File: config.mk
export PLATFORM = sky130hd
export DESIGN_NAME = spi_slave
export DESIGN_NICKNAME = d
export VERILOG_FILES = /design/src/rtl/spi_slave.sv
export SDC_FILE = /design/constraint.sdc
export NUM_CORES = 1
export LEC_CHECK = 0
export CORE_MARGIN = 1
export CORE_UTILIZATION = 45
export CTS_CLUSTER_SIZE = 20
export DETAILED_ROUTE_END_ITERATION = 10
export HOLD_SLACK_MARGIN = 0.03
export PLACE_DENSITY = 0.77
export SLEW_MARGIN = 15
export SYNTH_ARGS = -nofsm -noshare
export SYNTH_HDL_FRONTEND = slang
export SYNTH_SLANG_ARGS = --single-unit
File: constraint.sdc
create_clock -name i_clk -period 1.7 [get_ports i_clk]
set_input_delay 0.17 -clock i_clk [delete_from_list [all_inputs] [get_ports i_clk]]
set_output_delay 0.17 -clock i_clk [all_outputs]
set_load 0.05 [all_outputs]
File: src/rtl/spi_slave.sv
`default_nettype none
// ============================================================================
//  Module   : spi_slave
//  Purpose  : SPI responder that oversamples sclk/mosi/ss_n in the system
//             clock domain. Each ss_n-framed word is deserialised MSB-first
//             onto o_rx_data while i_tx_data is serialised onto o_miso.
//             All four SPI modes are supported, selected per frame.
//  Ports    : i_clk, i_reset    - system clock, synchronous active-high reset
//             i_cpol, i_cpha    - SPI mode, latched when ss_n falls
//             i_tx_data         - word returned to the master, captured at
//                                 frame start and at every reload point
//             o_rx_data         - last completely received word
//             o_rx_valid        - 1-cycle pulse when o_rx_data updates
//             o_tx_next         - 1-cycle pulse alongside o_rx_valid
//             o_frame_err       - 1-cycle pulse when ss_n rises mid-word
//             o_busy            - high while a frame is selected
//             i_sclk, i_mosi,
//             i_ss_n            - asynchronous SPI pins from the master
//             o_miso, o_miso_oe - SPI data to the master and pad enable
//  Revision : 1.0 - initial release
// ============================================================================
module spi_slave #(
  parameter int DATA_WIDTH  = 8,
  parameter int SYNC_STAGES = 2   // must be at least 2
) (
  input  logic                  i_clk,
  input  logic                  i_reset,
  input  logic                  i_cpol,
  input  logic                  i_cpha,
  input  logic [DATA_WIDTH-1:0] i_tx_data,
  output logic [DATA_WIDTH-1:0] o_rx_data,
  output logic                  o_rx_valid,
  output logic                  o_tx_next,
  output logic                  o_frame_err,
  output logic                  o_busy,
  input  logic                  i_sclk,
  input  logic                  i_mosi,
  input  logic                  i_ss_n,
  output logic                  o_miso,
  output logic                  o_miso_oe
);

  localparam int CNT_W = (DATA_WIDTH > 1) ? $clog2(DATA_WIDTH) : 1;
  localparam logic [CNT_W-1:0] C_LAST_BIT = CNT_W'(DATA_WIDTH - 1);

  typedef enum logic [0:0] {
    ST_IDLE   = 1'b0,
    ST_ACTIVE = 1'b1
  } state_t;

  // --------------------------------------------------------------------------
  // Synchronisers and edge detection
  // --------------------------------------------------------------------------
  logic [SYNC_STAGES-1:0] r_sclk_sync;
  logic [SYNC_STAGES-1:0] r_mosi_sync;
  logic [SYNC_STAGES-1:0] r_ss_sync;
  logic                   r_sclk_d;
  logic                   r_ss_d;

  // Sync flops reset to 1 so that an idle bus (ss_n high) never looks like a
  // select edge when reset is released.
  always_ff @(posedge i_clk) begin
    if (i_reset) begin
      r_sclk_sync <= '1;
      r_mosi_sync <= '1;
      r_ss_sync   <= '1;
      r_sclk_d    <= 1'b1;
      r_ss_d      <= 1'b1;
    end else begin
      r_sclk_sync <= {r_sclk_sync[SYNC_STAGES-2:0], i_sclk};
      r_mosi_sync <= {r_mosi_sync[SYNC_STAGES-2:0], i_mosi};
      r_ss_sync   <= {r_ss_sync[SYNC_STAGES-2:0], i_ss_n};
      r_sclk_d    <= r_sclk_sync[SYNC_STAGES-1];
      r_ss_d      <= r_ss_sync[SYNC_STAGES-1];
    end
  end

  logic w_sclk_s;
  logic w_mosi_s;
  logic w_ss_s;
  logic w_sclk_edge;
  logic w_lead;
  logic w_trail;
  logic w_sample;
  logic w_ss_fall;
  logic w_ss_rise;

  // Mode bits used for the running frame (latched at ss_n fall)
  logic r_cpol;
  logic r_cpha;

  assign w_sclk_s    = r_sclk_sync[SYNC_STAGES-1];
  assign w_mosi_s    = r_mosi_sync[SYNC_STAGES-1];
  assign w_ss_s      = r_ss_sync[SYNC_STAGES-1];
  assign w_sclk_edge = w_sclk_s ^ r_sclk_d;
  // Leading edge leaves the idle level, trailing edge returns to it.
  assign w_lead      = w_sclk_edge & (w_sclk_s != r_cpol);
  assign w_trail     = w_sclk_edge & (w_sclk_s == r_cpol);
  assign w_sample    = r_cpha ? w_trail : w_lead;
  assign w_ss_fall   = ~w_ss_s & r_ss_d;
  assign w_ss_rise   = w_ss_s & ~r_ss_d;

  // --------------------------------------------------------------------------
  // Frame state machine and datapath
  // --------------------------------------------------------------------------
  state_t                r_state;
  logic [CNT_W-1:0]      r_bit_cnt;
  logic [DATA_WIDTH-2:0] r_rx_shift;   // bits received so far in this word
  logic [DATA_WIDTH-1:0] r_tx_shift;
  logic [DATA_WIDTH-1:0] r_rx_data;
  logic                  r_rx_valid;
  logic                  r_tx_next;
  logic                  r_frame_err;
  logic                  r_busy;
  logic                  r_miso;

  logic [DATA_WIDTH-1:0] w_rx_word;
  assign w_rx_word = {r_rx_shift, w_mosi_s};

  always_ff @(posedge i_clk) begin
    if (i_reset) begin
      r_state     <= ST_IDLE;
      r_cpol      <= 1'b0;
      r_cpha      <= 1'b0;
      r_bit_cnt   <= '0;
      r_rx_shift  <= '0;
      r_tx_shift  <= '0;
      r_rx_data   <= '0;
      r_rx_valid  <= 1'b0;
      r_tx_next   <= 1'b0;
      r_frame_err <= 1'b0;
      r_busy      <= 1'b0;
      r_miso      <= 1'b0;
    end else begin
      r_rx_valid  <= 1'b0;
      r_tx_next   <= 1'b0;
      r_frame_err <= 1'b0;

      case (r_state)
        ST_IDLE: begin
          if (w_ss_fall) begin
            r_cpol     <= i_cpol;
            r_cpha     <= i_cpha;
            r_tx_shift <= i_tx_data;
            // For cpha=0 the first bit must be on miso before the first edge.
            r_miso     <= i_tx_data[DATA_WIDTH-1];
            r_bit_cnt  <= '0;
            r_busy     <= 1'b1;
            r_state    <= ST_ACTIVE;
          end
        end

        ST_ACTIVE: begin
          // Deselect takes priority over any sclk edge seen in the same cycle.
          if (w_ss_rise) begin
            if (r_bit_cnt != '0) begin
              r_frame_err <= 1'b1;
            end
            r_bit_cnt <= '0;
            r_busy    <= 1'b0;
            r_miso    <= 1'b0;
            r_state   <= ST_IDLE;
          end else begin
            if (w_sample) begin
              r_rx_shift <= w_rx_word[DATA_WIDTH-2:0];
              if (r_bit_cnt == C_LAST_BIT) begin
                r_bit_cnt  <= '0;
                r_rx_data  <= w_rx_word;
                r_rx_valid <= 1'b1;
                r_tx_next  <= 1'b1;
                // cpha=1 shifts on the leading edge, so the next word must
                // already be in place before the following leading edge.
                if (r_cpha) begin
                  r_tx_shift <= i_tx_data;
                end
              end else begin
                r_bit_cnt <= r_bit_cnt + CNT_W'(1);
              end
            end

            // cpha=0: shift on trailing edge; the trailing edge right after
            // a completed word reloads from i_tx_data instead.
            if (!r_cpha && w_trail) begin
              if (r_bit_cnt == '0) begin
                r_tx_shift <= i_tx_data;
                r_miso     <= i_tx_data[DATA_WIDTH-1];
              end else begin
                r_tx_shift <= {r_tx_shift[DATA_WIDTH-2:0], 1'b0};
                r_miso     <= r_tx_shift[DATA_WIDTH-2];
              end
            end

            // cpha=1: present the next bit on the leading edge.
            if (r_cpha && w_lead) begin
              r_miso     <= r_tx_shift[DATA_WIDTH-1];
              r_tx_shift <= {r_tx_shift[DATA_WIDTH-2:0], 1'b0};
            end
          end
        end

        default: begin
          r_state <= ST_IDLE;
        end
      endcase
    end
  end

  assign o_rx_data   = r_rx_data;
  assign o_rx_valid  = r_rx_valid;
  assign o_tx_next   = r_tx_next;
  assign o_frame_err = r_frame_err;
  assign o_busy      = r_busy;
  assign o_miso      = r_miso;
  assign o_miso_oe   = r_busy;

endmodule
`default_nettype wire

==> out/summary.txt, run 1 <==
================================================================================
Result of the run                                                   finished with violations
Violations in the final reports                                     negative setup slack
Largest cells by area after synthesis                               sky130_fd_sc_hd__dfxtp_1 (45%), sky130_fd_sc_hd__mux2i_1 (9.4%), sky130_fd_sc_hd__nor2_1 (4.8%)
Cell count after synthesis                                                   188
Initial cell density of the core                                           0.481
Insertion delay to the later sink of the worst-skew pair                 0.29 ns
Most used standard cells in the synthesized netlist                 sky130_fd_sc_hd__dfxtp_1 (41), sky130_fd_sc_hd__nor2_1 (23), sky130_fd_sc_hd__mux2i_1 (17)
Number of detailed-route iterations in the first pass                          5
CP arrival                                                               1.95 ns
Max Root-Sink Buffers                                                          2
Final Hold Vio Count                                                           0
Net Count, Synth                                                             206
Number of global-route vias before repair                                  1,367
Clock-pin slew on the worst setup and hold paths                         0.08 ns
Die W                                                                    65.5 um
Final worst clock skew                                                0.00530 ns
Start-to-end type of the worst setup path                                reg2reg
Count of different cell masters after synthesis                               39
Remaining Overflow, GRT                                                        0
Global-route total usage across every layer                                0.189
Final routed wire length divided by cell count                           13.7 um
CTS Hold Bufs                                                                  0
Total number of placement rows                                                22
Peak per-stage delay on the critical path                                0.37 ns
Total number of nets in the final design                                     246
Largest fanout on the critical path                                            8
Final WL                                                                 3790 um
Total via count in the routed design                                       1,452
Count of final max-slew check failures                                         0
Endpoint kind of the worst setup timing path                            register
Cell Pwr Density                                                     815 nW/um^2
Die outline area                                                      4290 sq um
Launching element type of the critical path                             register
Transition time of the tightest slew-check pin                          0.507 ns
Leading cell type by number of instances after synthesis            sky130_fd_sc_hd__dfxtp_1
Flops & latches, synth                                                        41
Cells traversed along the worst timing path                         buf_4 > xor2_2 > mux2i_4 > o31ai_4 > buf_12 > nor2_1 > a211oi_1
Crit path setup slack, layout                                         -0.0415 ns
Cell family contributing the most delay on the critical path        compound AO/OA/AOI/OAI gates
Slew Limit Headroom                                                        0.661
Deepest level of the CTS H-tree                                                2
Highest attainable clock frequency                                       574 MHz
Wire length of the first global-routing pass                             6180 um
Number of antenna violations at the first check in global routing              0
Instance count after placement with tap cells included                       265
Area Overhead vs Synth                                                     36.8%
Half-perimeter wire length after placement                               2290 um
Required arrival time at the worst endpoint                              1.91 ns
TritonCTS clock tree                                                       built
Number of top-level pins                                                      29
Sequential cell area                                                   831 sq um
Master cell of the clock root buffer                                sky130_fd_sc_hd__clkbuf_8
P_leak                                                                  0.914 nW
Cell area after synthesis                                             1810 sq um
Worst VDD drop                                                            649 uV
Multi-input logic area                                                1010 sq um
Remaining design rule violation count                                          0
Fillcell total                                                               289
Total of endpoints with negative setup slack in the final report               7
Die height                                                               65.5 um
Async set or reset register ratio after synthesis                              0
Number of synthesized flops with an enable pin                                 0
Worst hold path type                                                     reg2reg
Power consumption                                                      0.00202 W
Portion of the post-synthesis area used by sequential elements             0.453
Cell type with the highest aggregate area in the netlist            sky130_fd_sc_hd__dfxtp_1
Final critical path time including I/O delays and setup                  1.74 ns
Via/cell ratio                                                              5.24
Final clock period utilization by the worst path                            1.02
Buffers added on ports                                                        28
Number of buffers created by CTS                                               5
CP max-delay cell                                                   sky130_fd_sc_hd__dfxtp_4
Largest net degree at the start of global routing                             44
RSZ-0062 raised after global routing                                        true
Post-route non-filler standard cell count                                    277
Post-synth top area share                                                  0.453
Total buffers and inverters traversed by the critical path                     2
Final weighted congestion of routability-driven global placement           0.785
Number of sinks on the clock net                                              41
Diode insertion count for antenna repair                                       0
Layout cell share with drive strength beyond 1                             0.301
Synthesized area per cell                                             9.64 sq um
Most instantiated flip-flop cell in the synthesis netlist           sky130_fd_sc_hd__dfxtp_1
Floorplan core area                                                   3770 sq um
Starting DRT DRC Count                                                        38
Yosys warning count                                                            0
Number of routed nets with antenna violations                                  0
# Max-Cap Violations                                                           0
================================================================================
==> state kept, by name, summed over array words and instances (netlist names), 2 cells and up <==
name / cells
r_sclk_sync: 2
r_mosi_sync: 2
r_rx_shift: 7
r_bit_cnt: 3
o_rx_data: 8
r_tx_shift: 8
r_ss_sync: 2
==> what timing repair did <==
item	in CTS	in global routing
pin swaps	8	6
resized for setup	15	15
endpoints found under the setup margin	16	19
gates cloned	1	0
setup buffers	2	2
endpoints found under the hold margin	0	0
==> logic make-up (layout without fill, tap and decap cells) <==
family                   Yosys count  in the layout  share of synthesized area
multiplexers                      19             19                      0.106
AO/OA/AOI/OAI                     35             36                      0.134
XOR/XNOR                           2              2                     0.0138
flip-flops                        41             41                      0.453
adder cells (fa/ha/maj)            3              3                     0.0207
AND/OR/NAND/NOR                   74             74                      0.215
buffers and inverters             14             54                     0.0573
==> power by group <==
group	total [W]	internal, W	switching, W
combinational	0.000229	0.000112	0.000118
sequential	0.00101	0.000985	0.0000224
clock	0.000784	0.000439	0.000345
total	0.00202	0.00154	0.000484
==> worst reg2reg max path: cells and delay by family (launching register included) <==
family          cells  cell delay, ns
compound gates      2            0.51
flops               1            0.37
buf+inv             2            0.32
mux                 1            0.22
xor+xnor            1            0.19
simple gates        1            0.04
==> final timing paths <==
check | startpoint | end | slack (ns) | depth (start not counted)
setup reg to reg | r_cpol | r_tx_shift[7] | -0.04 | 7
setup / recovery | r_cpol | r_tx_shift[7] | -0.04 | 7
hold reg to reg | r_ss_sync[0] | r_ss_sync[1] | 0.41 | 1
hold / removal | r_ss_sync[0] | r_ss_sync[1] | 0.41 | 1
==> cell usage in the layout, fill, tap and decap left out, drive strengths merged, types with 3 or more instances in the layout <==
cell,netlist,final
buf,7,18
and2b,3,3
or2b,3,3
dfxtp,41,41
clkbuf,5,5
nand3,10,10
a21oi,14,14
clkdlybuf4s50,0,26
mux2i,17,17
or2,8,8
nand3b,3,3
nand2,13,13
ha,3,3
o21ai,5,5
a211oi,9,9
nor2,24,24
==> layout make-up <==
type / instances / share of cell area
Multi-Input combinational cell: 134 / 0.407
Sequential cell: 41 / 0.335
Timing Repair Buffer: 44 / 0.185
Clock buffer: 5 / 0.0277
Tap cell: 48 / 0.0242
Clock inverter: 3 / 0.0187
Inverter: 2 / 0.00303
==> per-stage QoR <==
step / hold WS (ns) / util / setup WS (ns) / setup TNS [ns] / cell area, sq um
floorplan: 0.274 / - / -0.000792 / -0.000792 / 1830
global placement: 0.392 / 0.581 / -0.0659 / -0.444 / 2190
detailed placement: 0.393 / 0.581 / -0.119 / -0.804 / 2190
CTS: 0.412 / 0.641 / -0.0122 / -0.0182 / 2420
global route: 0.432 / 0.658 / -0.0802 / -0.460 / 2480
finish: 0.410 / 0.658 / -0.0415 / -0.100 / 2480
==> metal layers <==
metal,routed length (um),track usage
met5,0,0
met4,14,0.0652
met3,96,0.0434
met2,1890,0.307
met1,1790,0.244
Power figures use the tool's default switching activity.
==> inputs of run 2 (changes only) <==
--- a/config.mk
+++ b/config.mk
@@ -7,10 +7,12 @@
 export LEC_CHECK = 0
 export CORE_MARGIN = 1
 export CORE_UTILIZATION = 45
+export CTS_BUF_LIST = sky130_fd_sc_hd__clkbuf_4 sky130_fd_sc_hd__clkbuf_8
 export CTS_CLUSTER_SIZE = 20
 export DETAILED_ROUTE_END_ITERATION = 10
 export HOLD_SLACK_MARGIN = 0.03
 export PLACE_DENSITY = 0.77
+export REMOVE_ABC_BUFFERS = 1
 export SLEW_MARGIN = 15
 export SYNTH_ARGS = -nofsm -noshare
 export SYNTH_HDL_FRONTEND = slang
==> run 2 against run 1 <==
The flow still finishes with violations (negative setup slack). First-iteration DRC count increased by 95%. Combinational power increased by 9.6%. Core utilization increased by 2.5 points. Highest routed layer unchanged. Worst setup slack improved by 0.031 ns. Fmax increased by 1.8%. Sequential share of layout area decreased by 1.2 points. Global-route usage increased by 0.055 points. Wire length increased by 8.7%. Final area increased by 3.8%. Count of clock-buffer cells in the layout unchanged.
==> out/summary.txt, run 2 (synthesis gave the netlist of run 1 again) <==
=====================================================================================
Count of final max-slew check failures                                              0   unchanged
Die outline area                                                           4290 sq um   unchanged
Max Root-Sink Buffers                                                               2   unchanged
Peak per-stage delay on the critical path                                     0.36 ns   about the same
Remaining design rule violation count                                               0   unchanged
Floorplan core area                                                        3770 sq um   unchanged
# Max-Cap Violations                                                                0   unchanged
Initial cell density of the core                                                0.481   unchanged
Number of antenna violations at the first check in global routing                   0   unchanged
GR Util met1                                                                    0.230   -0.0139
Transition time of the tightest slew-check pin                               0.503 ns   -0.00306 ns
Total number of nets in the final design                                          251   +2.0%
TritonCTS clock tree                                                            built
Cell Pwr Density                                                          740 nW/um^2   -9.2%
Die W                                                                         65.5 um   unchanged
Number of top-level pins                                                           29   unchanged
Slew Limit Headroom                                                             0.663   +0.00204
Most frequent standard cell in the layout excluding fill and tap cells   sky130_fd_sc_hd__dfxtp_1
Layout cell share with drive strength beyond 1                                  0.342   +0.0406
Power consumption                                                           0.00190 W   -5.8%
Half-perimeter wire length after placement                                    2380 um   +3.6%
Deepest level of the CTS H-tree                                                     2   unchanged
Number of global-route vias before repair                                       1,420   +3.9%
Buffers added on ports                                                             28   unchanged
Cells traversed along the worst timing path                              ha_4 > ha_4 > or2b_4 > mux2i_4 > o31ai_4 > buf_6 > nor2_2 > a211oi_2
Final clock period utilization by the worst path                                 1.01   -0.0181
Wire length of the first global-routing pass                                  6170 um   -0.11%
P_leak                                                                       0.944 nW   +3.3%
Required arrival time at the worst endpoint                                   1.87 ns   -0.04 ns
Master cell of the clock root buffer                                     sky130_fd_sc_hd__clkbuf_8
Die height                                                                    65.5 um   unchanged
CP arrival                                                                    1.88 ns   -0.07 ns
Via/cell ratio                                                                   5.25   +0.19%
Most frequent CP cell                                                    sky130_fd_sc_hd__ha_4
CTS Hold Bufs                                                                       0   unchanged
Starting DRT DRC Count                                                             74   +95%
Final worst clock skew                                                     0.00764 ns   +0.00234 ns
Final core utilization                                                          0.683   +0.0252
Global-route total usage across every layer                                     0.189   +0.000548
Endpoint kind of the worst setup timing path                                 register
Insertion delay to the later sink of the worst-skew pair                      0.30 ns   about the same
Number of detailed-route iterations in the first pass                               4   -1
Result of the run                                                        finished with violations
Area Overhead vs Synth                                                          42.0%
Final WL                                                                      4120 um   +8.7%
Launching element type of the critical path                                  register
Worst VDD drop                                                                 644 uV   -0.87%
Largest fanout on the critical path                                                 3   -5
Met2 usage                                                                      0.314   +0.00773
Number of buffers created by CTS                                                    5   unchanged
Clock-pin slew on the worst setup and hold paths                              0.08 ns   about the same
Number of routed nets with antenna violations                                       0   unchanged
CP max-delay cell                                                        sky130_fd_sc_hd__dfxtp_2
Crit path setup slack, layout                                              -0.0106 ns   +0.0308 ns
Cell family contributing the most delay on the critical path               flip-flops
Worst hold path type                                                          reg2reg
Number of sinks on the clock net                                                   41   unchanged
Total of endpoints with negative setup slack in the final report                    2   -5
Violations in the final reports                                          negative setup slack
Final weighted congestion of routability-driven global placement                0.744   -5.2%
Remaining Overflow, GRT                                                             0   unchanged
Diode insertion count for antenna repair                                            0   unchanged
Largest net degree at the start of global routing                                  33   -25%
Final critical path time including I/O delays and setup                       1.71 ns   -0.0308 ns
Total buffers and inverters traversed by the critical path                          1   -1
Start-to-end type of the worst setup path                                     reg2reg
GR peak layer                                                                    met2
Total number of placement rows                                                     22   unchanged
Commonest non-fill, non-tap cells in the layout                          sky130_fd_sc_hd__dfxtp_1 (35), sky130_fd_sc_hd__clkdlybuf4s50_1 (26), sky130_fd_sc_hd__nor2_1 (19), sky130_fd_sc_hd__a21oi_1 (14), sky130_fd_sc_hd__buf_4 (14)
Highest attainable clock frequency                                            585 MHz   +1.8%
Total via count in the routed design                                            1,481   +2.0%
GR met3 Demand/Resource                                                        0.0469   +0.00347
Final routed wire length divided by cell count                                14.6 um   +6.8%
RSZ-0062 raised after global routing                                             true
Fillcell total                                                                    285   -1.4%
Final Hold Vio Count                                                                0   unchanged
=====================================================================================
-- run 2: changes by cell type in the layout (fill, tap and decap cells not counted), moves of 3 or more --
| cell | change |
|---|---|
| sky130_fd_sc_hd__buf_6 | +4 |
| sky130_fd_sc_hd__dfxtp_2 | +3 |
| sky130_fd_sc_hd__a211oi_1 | -3 |
| sky130_fd_sc_hd__a211oi_2 | +4 |
| sky130_fd_sc_hd__nor2_2 | -4 |
-- run 2: final timing paths --
kind / cells after the start / start / endpoint / slack, ns
max: 8 / r_bit_cnt[0] / r_tx_shift[2] / -0.01
max reg2reg: 8 / r_bit_cnt[0] / r_tx_shift[2] / -0.01
min reg2reg: 1 / r_mosi_sync[0] / r_mosi_sync[1] / 0.41
min: 1 / r_mosi_sync[0] / r_mosi_sync[1] / 0.41
-- run 2: power breakdown --
part | switching, W | internal [W] | leakage (nW)
Clock | 0.000352 | 0.000291 | 0.0481
Sequential | 0.0000234 | 0.000987 | 0.335
Combinational | 0.000127 | 0.000124 | 0.560
-- run 2: final cells by class --
type	count	area [sq um]	share of cell area
Multi-Input combinational cell	134	1070	0.417
Sequential cell	41	831	0.323
Timing Repair Buffer	49	510	0.198
Clock buffer	5	68.8	0.0267
Tap cell	48	60.1	0.0233
Clock inverter	3	22.5	0.00875
Inverter	2	7.51	0.00292
-- run 2: layer usage --
metal,vias to the layer above,routed length (um)
met5,-,0
met4,0,50
met3,7,109
met2,18,2020
met1,713,1940
li1,743,-
-- run 2: worst reg2reg max path, cell delays in order (launching register included) --
cell	delay, ns
sky130_fd_sc_hd__dfxtp_2	0.36
sky130_fd_sc_hd__ha_4	0.17
sky130_fd_sc_hd__ha_4	0.15
sky130_fd_sc_hd__or2b_4	0.25
sky130_fd_sc_hd__mux2i_4	0.21
sky130_fd_sc_hd__o31ai_4	0.12
sky130_fd_sc_hd__buf_6	0.15
sky130_fd_sc_hd__nor2_2	0.12
sky130_fd_sc_hd__a211oi_2	0.06
-- run 2: repair_timing --
action,4_1_cts,5_1_grt
setup buffers,2,5
gates resized for setup,11,38
pin swaps,5,6
setup endpoints to repair,17,27
gates cloned,1,1
endpoints found under the hold margin,0,0
-- run 2: metrics by stage --
step                      area [sq um]  setup WS [ns]  hold WS (ns)  cells  setup TNS (ns)
after floorplan                   1720         -0.146         0.239    176           -1.13
after global placement            2180        -0.0493         0.392    266          -0.334
after detailed placement          2180         -0.152         0.398    266           -1.22
after CTS                         2360        0.00635         0.412    277               0
after global routing              2570        -0.0726         0.421    282          -0.365
final                             2570        -0.0106         0.407    282         -0.0114
==> RTL change: new RTL, flow settings as in run 1 <==
The parameter `DATA_WIDTH` goes from 8 to 16.
--- a/src/rtl/spi_slave.sv
+++ b/src/rtl/spi_slave.sv
@@ -22,3 +22,3 @@
 module spi_slave #(
-  parameter int DATA_WIDTH  = 8,
+  parameter int DATA_WIDTH  = 16,
   parameter int SYNC_STAGES = 2   // must be at least 2
Ports: changed (resized i_tx_data and o_rx_data); port bits go from 29 to 45. The function was not compared with the original's and may differ.
==> RTL change against run 1 <==
- the flow still finishes with violations (negative setup slack)
- sequential power increased by 59%
- count of clock-buffer cells in the layout increased by 5
- global-route usage decreased by 1.1 points
- power increased by 72%
- worst setup slack got worse by 0.056 ns
- critical path depth increased by 1
- sequential cell count increased by 25
- maximum frequency decreased by 3.1%
- synthesized area increased by 53%
- final area increased by 50%
- wire length increased by 44%
- largest power group unchanged
==> RTL change: results (changes against run 1) <==
Min path
  • WHS Endpoint: r_tx_shift[0] (was r_ss_sync[1])

Clocking
  • Worst skew pair latency: 0.34 ns (was 0.29 ns)
  • H-tree Lvls: 3 (was 2)
  • Num CTS Buffers: 9 (was 5)

Pwr
  • Power Dens Cells: 935 nW/um2 (was 815 nW/um2)
  • Switch share: 21.5% (was 24.0%)
  • Peak supply drop: 637 uV (was 649 uV)

Synthesis
  • Commonest cells in the netlist: dfxtp_1 (66), nor2_1 (37), nand2_1 (36), mux2i_1 (32), a21oi_1 (24) (was dfxtp_1 (41), nor2_1 (23), mux2i_1 (17), a21oi_1 (14), nand2_1 (13))
  • Synth Area in XOR/XNOR: 0.587% (was 1.38%)
  • Fraction of the mapped netlist area in compound gates: 13.0% (was 13.4%)
  • Post-synth top area share: 47.7% (was 45.3%)
  • Yosys cell types: 49 (was 39)
  • Multiplexer share of the synthesized area: 12.1% (was 10.6%)
  • Mapped Cells: 291 (was 188)

Placement
  • # placed instances: 414 (was 265)
  • Routability congestion estimate: 0.804 (was 0.785)
  • Dpl cell area: 3370 um2 (was 2190 um2)
  • Place WS: -0.0721 ns (was -0.119 ns)
  • Port bufs: 44 (was 28)

Detailed routing
  • Drt first pass iters: 4 (was 5)
  • Vias: 2183 (was 1452)

Status
  • Outcome: complete, but fails checks (unchanged)
  • Failing checks: negative setup slack (unchanged)

Timing
  • Final setup violation count: 16 (was 7)
  • Final setup margin: -0.0975 ns (was -0.0415 ns)
  • Worst Tran Pin Value: 0.517 ns (was 0.507 ns)
## RTL change: changes by cell type after synthesis, moves of 7 or more
| cell | delta |
|---|---|
| nor2_1 | +14 |
| mux2i_1 | +15 |
| a21oi_1 | +10 |
| dfxtp_1 | +25 |
| a211oi_1 | +7 |
| nand2_1 | +23 |
## RTL change: worst max-delay path: cells and delay by family, from the launching register on
| kind | cells | cell delay [ns] |
|---|---|---|
| AOI/OAI and AO/OA | 2 | 0.35 |
| adders and majority gates | 1 | 0.13 |
| buffers and inverters | 2 | 0.21 |
| muxes | 1 | 0.08 |
| DFF | 1 | 0.34 |
| and+or+nand+nor | 2 | 0.58 |
## RTL change: cell type report
class	count	share of cell area, %
clock buffers	10	3.71
flip-flops and latches	66	35.7
inverters	5	0.506
clock inverters	6	3.07
well taps	75	2.53
repair buffers	71	18.9
multi-input cells	200	35.5
